$ cat src/rtl/pe_pkg.sv
// Shared types for the processing-element operand path.
package pe_pkg;

  typedef enum logic {
    LOAD  = 1'b0,
    SWEEP = 1'b1
  } pe_state_e;

endpackage

$ cat src/rtl/pe_operand_seq.sv
// Operand sequencer: fills an N_IN-word bank from a valid/ready stream, then
// sweeps a select across it for a downstream pe_mux, pulsing done at the end.
module pe_operand_seq
  import pe_pkg::*;
#(
  parameter  int unsigned WIDTH     = 8,
  parameter  int unsigned SEL_WIDTH = 3,
  localparam int unsigned N_IN      = 2 ** SEL_WIDTH
) (
  input  logic                 clk,
  input  logic                 rst,
  input  logic                 clear,
  input  logic                 in_valid,
  output logic                 in_ready,
  input  logic [WIDTH-1:0]     in_data,
  output logic [WIDTH-1:0]     data_bank [N_IN-1:0],
  output logic [SEL_WIDTH-1:0] sel,
  output logic                 sel_valid,
  input  logic                 sel_ready,
  output logic                 done
);

  localparam logic [SEL_WIDTH-1:0] LAST_IDX = SEL_WIDTH'(N_IN - 1);
  localparam logic [SEL_WIDTH-1:0] ONE      = SEL_WIDTH'(1);

  pe_state_e            r_state;
  logic [SEL_WIDTH-1:0] r_wr_ptr;
  logic [SEL_WIDTH-1:0] r_sel;
  logic                 r_in_ready;
  logic                 r_sel_valid;
  logic                 r_done;
  logic [WIDTH-1:0]     r_bank [N_IN-1:0];

  logic w_in_hs;
  logic w_sel_hs;

  assign w_in_hs  = in_valid && r_in_ready;
  assign w_sel_hs = r_sel_valid && sel_ready;

  // Single-process FSM; handshake flags are registered alongside the state.
  always_ff @(posedge clk) begin
    if (rst) begin
      r_state     <= LOAD;
      r_wr_ptr    <= '0;
      r_sel       <= '0;
      r_in_ready  <= 1'b1;
      r_sel_valid <= 1'b0;
      r_done      <= 1'b0;
      for (int i = 0; i < int'(N_IN); i++) begin
        r_bank[i] <= '0;
      end
    end else if (clear) begin
      // Abort keeps the bank contents; only progress is discarded.
      r_state     <= LOAD;
      r_wr_ptr    <= '0;
      r_sel       <= '0;
      r_in_ready  <= 1'b1;
      r_sel_valid <= 1'b0;
      r_done      <= 1'b0;
    end else begin
      r_done <= 1'b0;
      case (r_state)
        LOAD: begin
          if (w_in_hs) begin
            r_bank[r_wr_ptr] <= in_data;
            if (r_wr_ptr == LAST_IDX) begin
              r_state     <= SWEEP;
              r_wr_ptr    <= '0;
              r_sel       <= '0;
              r_in_ready  <= 1'b0;
              r_sel_valid <= 1'b1;
            end else begin
              r_wr_ptr <= r_wr_ptr + ONE;
            end
          end
        end
        SWEEP: begin
          if (w_sel_hs) begin
            // Final selection stays on the last index rather than wrapping.
            if (r_sel == LAST_IDX) begin
              r_state     <= LOAD;
              r_in_ready  <= 1'b1;
              r_sel_valid <= 1'b0;
              r_done      <= 1'b1;
            end else begin
              r_sel <= r_sel + ONE;
            end
          end
        end
        default: begin
          r_state     <= LOAD;
          r_in_ready  <= 1'b1;
          r_sel_valid <= 1'b0;
        end
      endcase
    end
  end

  assign in_ready  = r_in_ready;
  assign sel_valid = r_sel_valid;
  assign sel       = r_sel;
  assign done      = r_done;
  assign data_bank = r_bank;

endmodule
$ cat config.mk
export PLATFORM = sky130hd
export DESIGN_NAME = pe_operand_seq
export DESIGN_NICKNAME = d
export VERILOG_FILES = /design/src/rtl/pe_pkg.sv /design/src/rtl/pe_operand_seq.sv
export SDC_FILE = /design/constraint.sdc
export NUM_CORES = 1
export LEC_CHECK = 0
export BUFFER_PORTS_ARGS = -buffer_cell sky130_fd_sc_hd__buf_2
export CELL_PAD_IN_SITES_DETAIL_PLACEMENT = 1
export CELL_PAD_IN_SITES_GLOBAL_PLACEMENT = 2
export CORE_UTILIZATION = 29
export DETAILED_ROUTE_END_ITERATION = 12
export GPL_ROUTABILITY_DRIVEN = 0
export GPL_TIMING_DRIVEN = 0
export MAX_ROUTING_LAYER = met4
export PLACE_DENSITY = 0.76
export SLEW_MARGIN = 20
export SYNTH_ARGS = -nofsm -noshare
export SYNTH_HDL_FRONTEND = slang
export SYNTH_SLANG_ARGS = --single-unit
$ cat constraint.sdc
create_clock -name clk -period 2.3 [get_ports clk]
set_input_delay 0.69 -clock clk [delete_from_list [all_inputs] [get_ports clk]]
set_output_delay 0.69 -clock clk [all_outputs]
set_load 0.05 [all_outputs]
==> results list <==
- Number of diodes added for antenna fixing: 0
* Crit Reg-Reg Endpoint: sel[0]
- Startpoint kind of the worst setup timing path: register
- Setup violations remaining at the end of the flow were counted as 0.
* Worst R2R Start: r_wr_ptr[1]
* Mapped Area: 3070 um2
- Fraction of layout cells with a size suffix above 1: 0.297
- Worst Path Class, Setup: register to output pin
- CTS Root Cell: clkbuf_8
* Post-synthesis net count: 305
- The slowest stage of the critical path is the dfxtp_1 cell.
- Io pins: 83
- The final max-slew violation count was 0.
- For the pin with the worst max-slew slack, the measured transition is 0.636 ns.
- Remaining number of nets flagged by the antenna check after routing: 0
- Cell class contributing the biggest share of worst-path delay: flip-flops
* Fmax: 570 MHz
- Port buffering added 81 buffers.
- Remaining routing DRC violations: 0
- Dividing the detail-routed wire length by the instance count gives 15.4 um.
- Endpoint arrival time on the critical path: 1.07 ns
- The initial utilization of the core area, before any placement, comes to 0.299.
- For this run, the detailed router's first-pass iteration total came to 4.
- Hold Crit Endpoint: data_bank[11]
- For this design, the sink count on the clock tree is 74.
- Final sum of negative setup slack: 0 ns
- Of the available clock period, the critical path in the final layout requires 0.763.
* Endpoint required time on the critical path: 1.61 ns
* Seq/Total Area, Yosys: 0.482
- In this run the worst hold path is classified as register to register.
* Area enclosed by the die boundary: 11000 um2
- Core outline area: 10300 um2
* Commonest register cell after synthesis: dfxtp_1
* Maximum fanout along the worst path: 6
- Averaged over all synthesized cells, the footprint is 10.7 um2.
* Async set-reset flop share out of synthesis: 0
- Final Skew: 0.00822 ns
- Sorting the synthesized cells by area gives the leading types as dfxtp_1 48%, mux2i_1 21%, nand2b_1 15%.
- Clock-pin slew of the registers on the worst-case setup and hold paths: 0.08 ns
- From synthesis to final layout, the design area changed by 25.1%.
* Die span in y: 105 um
- Core Rows: 37
- The setup check on the worst reg-to-reg path leaves a slack of 0.72 ns.
- Instance count along the most critical hold path: 2
* Number of hold-repair buffers added at the cts stage: 0
- For this run, the total global-route usage over all layers was measured as 0.157.
- On the worst path, the slowest cell contributes a delay of 0.42 ns.
- Lkg Pwr: 1.99 nW
- The critical path starts at in_ready.
* FILL cells: 1208
* CTS resizes: 0
- Walking the worst path, the cells encountered are buf_2.
* Number of vias after detailed routing: 2315
- The detailed router finished its first iteration with 84 violations.
- Summed over all layers, the routed wires come to 8010 um.
- Number of buffers inserted to repair setup after CTS: 0
- Measured in cells, the most critical reg-to-reg path has a length of 5.
- Post-layout power: 2.50 mW
- The number of global-route vias before repair came to 2349.
* Pin count of the biggest net entering global routing: 14
- Final period demand of the worst path: 1.76 ns
- Peak VDD IR: 0.000340 V
- TritonCTS built the clock tree.
- Post-detailed-placement half-perimeter wirelength: 5590 um
- Total clock buffers created by CTS: 9
* Ys Warns: 0
- In this run the power density over the cells is 651 nW/um2.
- RSZ-0062 raised after global routing: false
- Measured against its own limit, the worst slew margin works out to 0.576.
* Dominant cell type by area after synthesis: dfxtp_1
- Area of combinational cells with multiple inputs: 1480 um2
* Post-layout net count: 397
- Yosys instantiated no cell more often than dfxtp_1.
- In this run, synthesis produced a sequential element count of 74.
- Top-area cell type share of the netlist area: 0.482
* Die outline width: 105 um
- Summing all flip-flop and latch instances after layout gives 1480 um2.
* Endpoint class of the critical path: output pin
- Number of buffer and inverter instances along the worst setup path: 1
* Max Buffers Root-to-Sink: 2
- In the synthesized netlist, the cells that appear most often are 74 x dfxtp_1, 72 x nand2b_1, 64 x mux2i_1, 9 x clkbuf_1.
- The tightest hold path in the finished design has a slack of 0.475 ns.
- Counting flops with a built-in enable in the synthesized netlist gives 0.
- The initial antenna violation count came to 0.
- The H-tree generated during clock tree synthesis spans 3 levels.
- Hold violation total from the final report: 0
- Vias per cell: 4.45
- The clock reaches the later pin of the worst-skew pair after 0.35 ns.
- The first global-routing pass estimated 12700 um of wire.
- The total overflow left after global routing is 0.
- Counting distinct cell types in the post-synthesis netlist gives 33.
- After technology mapping, the gate count stands at 287.
* Hold Startpoint: data_bank[11]
- Run status: complete, no violations
* Max Cap Viol: 0
state kept, by name, indices dropped and copies added (netlist names):
signal / flops
data_bank: 64
done: 1
in_ready: 1
r_state: 1
r_wr_ptr: 3
sel: 3
sel_valid: 1
layout by cell type, fill, tap and decap left out, drive strengths merged:
cell type	Yosys	final
a21oi	7	7
a22o	1	1
and2	1	1
and3	1	1
and3b	2	2
and4b	1	1
buf	14	95
bufinv	0	1
clkbuf	9	19
clkinv	0	4
dfxtp	74	74
ha	5	5
inv	1	2
mux2i	64	64
nand2	10	10
nand2b	72	72
nand3	9	9
nand3b	2	2
nand4	3	3
nand4b	2	2
nor2	3	3
nor3	1	1
nor3b	1	1
nor4bb	1	1
o31ai	1	1
or2	1	1
or3	1	1
power breakdown:
group / internal, mW / switching [mW] / total (mW)
clock: 0.506 / 0.528 / 1.03
sequential: 1.29 / 0.00560 / 1.30
combinational: 0.0578 / 0.112 / 0.170
total: 1.85 / 0.646 / 2.50
cell type report:
type | count | share of cell area
sequential | 74 | 0.386
multi-input combinational | 189 | 0.385
timing repair buffer | 81 | 0.106
tap | 136 | 0.0443
clock buffer | 10 | 0.0332
buffer | 23 | 0.0280
clock inverter | 6 | 0.0173
inverter | 1 | 0.000978
worst max path at each step:
stage | endpoint | cells after the start
2_1_floorplan | data_bank[0] | 5
3_3_place_gp | data_bank[24] | 5
3_5_place_dp | data_bank[30] | 5
4_1_cts | sel_valid | 1
5_1_grt | data_bank[26] | 5
6_report | in_ready | 1
stage by stage:
stage,cells,area (um2),utilization,worst slack [ns]
floorplan,287,3070,-,0.686
global placement,504,3650,0.355,0.136
detailed placement,504,3650,0.355,0.155
CTS,520,3840,0.374,0.530
global route,520,3840,0.374,0.390
finish,520,3840,0.374,0.545
logic make-up (layout without fill, tap and decap cells):
logic type,Yosys count,after routing,synth area share
AND/OR/NAND/NOR,111,111,0.235
flip-flops,74,74,0.482
multiplexers,64,64,0.209
buffers and inverters,24,121,0.0363
AO/OA/AOI/OAI,9,9,0.0171
adder cells (fa/ha/maj),5,5,0.0204
layer usage:
metal,track usage,up-vias,part of all wire
met5,-,-,0
met1,0.204,1107,0.50
met2,0.242,53,0.46
li1,-,1147,-
met3,0.0274,8,0.030
met4,0.0664,0,0.013
Power figures use the tool's default switching activity.
